`config.mk`:
```
export PLATFORM = sky130hd
export DESIGN_NAME = rx_frame_chk_popcount8
export DESIGN_NICKNAME = d
export VERILOG_FILES = /design/src/rtl/rx_frame_chk_popcount8.sv
export SDC_FILE = /design/constraint.sdc
export NUM_CORES = 1
export LEC_CHECK = 0
export BUFFER_PORTS_ARGS = -buffer_cell sky130_fd_sc_hd__buf_4
export CAP_MARGIN = 20
export CORE_AREA = 2 2 39 41
export DETAILED_ROUTE_END_ITERATION = 8
export DIE_AREA = 0 0 41 43
export PLACE_DENSITY = 0.31
export SETUP_SLACK_MARGIN = 0.02
export SYNTH_ARGS = -nofsm -noshare
export SYNTH_HDL_FRONTEND = slang
export SYNTH_SLANG_ARGS = --single-unit
```
`constraint.sdc`:
```
create_clock -name vclk -period 3.9
set_input_delay 0.39 -clock vclk [all_inputs]
set_output_delay 0.39 -clock vclk [all_outputs]
set_load 0.03 [all_outputs]
```
`src/rtl/rx_frame_chk_popcount8.sv`:
```
// Combinational population count of one byte.
module rx_frame_chk_popcount8 (
    input  logic [7:0] data_i,
    output logic [3:0] count_o
);

    always_comb begin
        count_o = '0;
        for (int i = 0; i < 8; i++) begin
            count_o = count_o + {3'b000, data_i[i]};
        end
    end

endmodule

```
==> results of run 1 <==
==> how the worst max path moves through the flow <==
| stage | startpoint | endpoint | slack (ps) | cells past startpoint |
|---|---|---|---|---|
| after CTS | data_i[0] | count_o[2] | 560 | 11 |
| after global routing | data_i[0] | count_o[2] | 440 | 11 |
| final | data_i[0] | count_o[2] | 600 | 11 |
| after floorplan | data_i[0] | count_o[2] | 540 | 9 |
| after detailed placement | data_i[0] | count_o[2] | 570 | 11 |
| after global placement | data_i[0] | count_o[2] | 620 | 11 |
==> report_power, final <==
part	switching, mW	leakage, nW	total, mW	internal [mW]
clock network	0	0	0	0
logic	0.0623	0.187	0.108	0.0452
registers	0	0	0	0
total	0.0623	0.187	0.108	0.0452
==> layout make-up <==
class                           count  area (sq um)  share of cell area (%)
Tap cell                           16         20.02                   6.667
Timing Repair Buffer               12         90.09                   30.00
Multi-Input combinational cell     10         137.6                   45.83
Inverter                           14         52.55                   17.50
==> cell usage after synthesis, drive strengths merged <==
cell | n | area share, %
a21oi | 1 | 2.6
fa | 4 | 42
ha | 3 | 20
inv | 14 | 28
nor2b | 1 | 3.3
xnor2 | 1 | 4.6
==> worst max-delay path, stage by stage <==
cell and delay [ps]:
buf_4 70, inv_1 40, fa_1 540, fa_1 430, fa_1 450, inv_1 70, ha_1 160, inv_1 50
fa_1 370, xnor2_1 160, buf_4 180
==> cells in the final DEF (no fill, tap or decap) <==
cell	instances
inv_1	14
buf_4	12
fa_1	4
ha_1	3
xnor2_1	1
a21oi_1	1
nor2b_1	1
==> stage by stage <==
step / power, mW / instances / worst slack [ps]
floorplan: 0.07291 / 24 / 543.3
global placement: 0.1067 / 52 / 623.3
detailed placement: 0.1095 / 52 / 569.1
CTS: 0.1102 / 52 / 561.1
global route: 0.1212 / 52 / 439.0
finish: 0.1075 / 52 / 595.6
==> per-layer routing <==
layer | GRT usage (%) | vias up | share of wire [%]
li1 | - | 86 | -
met1 | 5.825 | 72 | 43
met2 | 7.187 | 10 | 43
met3 | 0 | 0 | 13
met4 | 0 | 0 | 0
met5 | 0 | - | 0
==> kinds of logic after synthesis <==
family	Yosys count	share of synthesized area [%]
xor+xnor	1	4.606
buf+inv	14	27.63
fa+ha+maj	7	61.85
compound gates	1	2.629
simple gates	1	3.292
==> impl_metrics.env, run 1 <==
export IMPL_setup_tns_ps=0
export IMPL_grt_max_degree=3
export IMPL_period_share_pct=84.73
export IMPL_syn_nets=39
export IMPL_hp_class="in2out"
export IMPL_vias=168
export IMPL_leakage_nw=0.1873
export IMPL_syn_to_final_growth_pct=57.90
export IMPL_final_util_pct=21.70
export IMPL_ys_warn_count=0
export IMPL_cts_resized=0
export IMPL_holdWs_ps=1124
export IMPL_end_kind="output port"
export IMPL_p_per_area_nw_per_um2=358.1
export IMPL_synth_cell_types=6
export IMPL_seq_area_sq_um=0
export IMPL_hold_start="data_i[2]"
export IMPL_postSynthAreaPerCell_sq_um=7.924
export IMPL_io_buffers=12
export IMPL_maxCapViolCount=0
export IMPL_required_ps=3510
export IMPL_hpwlAfterDp_um=328.8
export IMPL_ant_nets=0
export IMPL_slew_violations=0
export IMPL_cts_setup_buffers=0
export IMPL_nets=53
export IMPL_path_max_fanout=2
export IMPL_gp_congestion=0.5831
export IMPL_cp_arrival_ps=2910
export IMPL_initial_core_util_pct=13.74
export IMPL_fill_cells=159
export IMPL_cts_hold_buffers=0
export IMPL_fp_dieW_um=41
export IMPL_rsz0062_at_grt="false"
export IMPL_drive_above_1_share_pct=33.33
export IMPL_tightest_slew_ps=136.0
export IMPL_die_area_sq_um=1763
export IMPL_hold_viol=0
export IMPL_num_clock_buffers=0
export IMPL_grt_first_pass_wirelength_um=552
export IMPL_relSlewSlack_pct=90.87
export IMPL_start_kind="primary input"
export IMPL_min_path_cells=3
export IMPL_placed_area_sq_um=300.3
export IMPL_wl_per_cell_um=6.096
export IMPL_antenna_found_initial=0
export IMPL_vias_per_cell=3.231
export IMPL_final_area_sq_um=300.3
export IMPL_nFlopsAndLatches=0
export IMPL_antennaDiodeCount=0
export IMPL_worst_setup_path_type="in2out"
export IMPL_grt_pass1_vias=168
export IMPL_io_pins=12
export IMPL_grt_total_usage_pct=4.125
export IMPL_drc_errors=0
export IMPL_syn_inst=24
export IMPL_min_to="count_o[0]"
export IMPL_max_freq_mhz=302.6
export IMPL_status="finished clean"
export IMPL_totalWireLength_um=317
export IMPL_core_area_sq_um=1384
export IMPL_period_needed_ps=3304
export IMPL_seq_area_frac_synth_pct=0
export IMPL_initialDrtViolationCount=0
export IMPL_setup_viol=0
export IMPL_ir_drop_v=0.00007965
export IMPL_synth_area_sq_um=190.2
export IMPL_die_y_um=43
export IMPL_overflow=0
export IMPL_dr_pass1_iters=1
export IMPL_row_count=14
No activity file was read; power rests on OpenSTA's default activity.
==> inputs of run 2 (changes only) <==
Clock period 3.9 ns to 3.4 ns, I/O delays scaled along.
==> run 2 against run 1 <==
Against the previous run:
- critical path depth stayed put
- final area stayed put
- via count is 3.6% lower
- routed wire length is 5.0% lower
- final cell count stayed put
- combinational power is 12% higher
- die area stayed put
==> impl_metrics.env, run 2 (synthesis results as in run 1) <==
export IMPL_grt_first_pass_wirelength_um=579
export IMPL_gp_congestion=0.5787
export IMPL_internal_power_mw=0.05056
export IMPL_vias_per_cell=3.115
export IMPL_setup_tns_ps=0
export IMPL_antennaDiodeCount=0
export IMPL_startpoint="data_i[0]"
export IMPL_overflow=0
export IMPL_nets=53
export IMPL_hpwlAfterDp_um=311
export IMPL_grt_total_usage_pct=4.225
export IMPL_p_seq_share_pct=0
export IMPL_final_common_cell="inv_1"
export IMPL_core_area_sq_um=1384
export IMPL_p_clk_share_pct=0
export IMPL_initialDrtViolationCount=0
export IMPL_io_pins=12
export IMPL_seq_area_sq_um=0
export IMPL_mostFrequentLayoutCells="inv_1 (14), buf_4 (12), fa_1 (4)"
export IMPL_netSwitchingFraction_pct=58.19
export IMPL_status="finished clean"
export IMPL_dr_pass1_iters=1
export IMPL_cts_hold_buffers=0
export IMPL_drive_above_1_share_pct=33.33
export IMPL_antenna_found_initial=0
export IMPL_hold_viol=0
export IMPL_io_buffers=12
export IMPL_slew_violations=0
export IMPL_path_max_fanout=2
export IMPL_row_count=14
export IMPL_period_share_pct=93.07
export IMPL_required_ps=3060
export IMPL_syn_to_final_growth_pct=57.90
export IMPL_leakage_nw=0.1873
export IMPL_setup_viol=0
export IMPL_crit_end="count_o[2]"
export IMPL_grt_max_degree=3
export IMPL_final_util_pct=21.70
export IMPL_totalWireLength_um=301
export IMPL_period_needed_ps=3164
export IMPL_ir_drop_v=0.00008736
export IMPL_power_switching_mw=0.07038
export IMPL_cts_setup_buffers=0
export IMPL_die_area_sq_um=1763
export IMPL_cts_resized=0
export IMPL_start_kind="primary input"
export IMPL_cp_arrival_ps=2820
export IMPL_initial_core_util_pct=13.74
export IMPL_grt_pass1_vias=159
export IMPL_p_per_area_nw_per_um2=402.7
export IMPL_tightest_slew_ps=131.9
export IMPL_relSlewSlack_pct=91.14
export IMPL_fp_dieW_um=41
export IMPL_hp_class="in2out"
export IMPL_ant_nets=0
export IMPL_vias=162
export IMPL_combPwrFrac_pct=100.0
export IMPL_drc_errors=0
export IMPL_max_freq_mhz=316.0
export IMPL_die_y_um=43
export IMPL_end_kind="output port"
export IMPL_wl_per_cell_um=5.788
export IMPL_rsz0062_at_grt="false"
export IMPL_worst_setup_path_type="in2out"
export IMPL_maxCapViolCount=0
export IMPL_nFlopsAndLatches=0
export IMPL_num_clock_buffers=0
==> run 2: cell counts in the layout (fill, tap and decap cells not counted) <==
No cell type changed its count.
==> run 2: cell type report <==
| class | count | area, sq um |
|---|---|---|
| Tap cell | 16 | 20.02 |
| Inverter | 14 | 52.55 |
| Multi-Input combinational cell | 10 | 137.6 |
| Fill cell | 159 | 1084 |
| Timing Repair Buffer | 12 | 90.09 |
==> run 2: routing by layer <==
layer / vias to the layer above / GRT usage [%] / routed length, um
li1: 86 / - / -
met1: 66 / 7.120 / 145
met2: 10 / 6.250 / 113
met3: 0 / 0 / 42
met4: 0 / 0 / 0
met5: - / 0 / 0
==> run 2: critical path, stage by stage <==
cell and delay [ps]:
buf_4 70, inv_1 40, fa_1 540, fa_1 420, fa_1 430, inv_1 60
ha_1 150, inv_1 50, fa_1 370, xnor2_1 150, buf_4 180
==> run 2: power groups by stage <==
stage               Sequential [mW]  Combinational (mW)  Clock, mW
global route                      0               0.138          0
floorplan                         0              0.0836          0
detailed placement                0               0.123          0
CTS                               0               0.124          0
finish                            0               0.121          0
global placement                  0               0.122          0
==> run 2: how the worst min path moves through the flow <==
stage / from / cells past startpoint / endpoint
2_1_floorplan: data_i[2] / 1 / count_o[0]
3_3_place_gp: data_i[2] / 3 / count_o[0]
3_5_place_dp: data_i[2] / 3 / count_o[0]
4_1_cts: data_i[2] / 3 / count_o[0]
5_1_grt: data_i[2] / 3 / count_o[0]
6_report: data_i[2] / 3 / count_o[0]
==> run 2: through the flow <==
step / cells / worst slack [ps] / hold slack [ps] / total power, mW / instance area, sq um
floorplan: 24 / 143.3 / 949.6 / 0.08363 / 190.2
global placement: 52 / 234.1 / 1022 / 0.1222 / 300.3
detailed placement: 52 / 219.3 / 1037 / 0.1227 / 300.3
CTS: 52 / 212.1 / 1042 / 0.1236 / 300.3
global route: 52 / 53.27 / 1061 / 0.1380 / 300.3
finish: 52 / 235.6 / 1037 / 0.1209 / 300.3
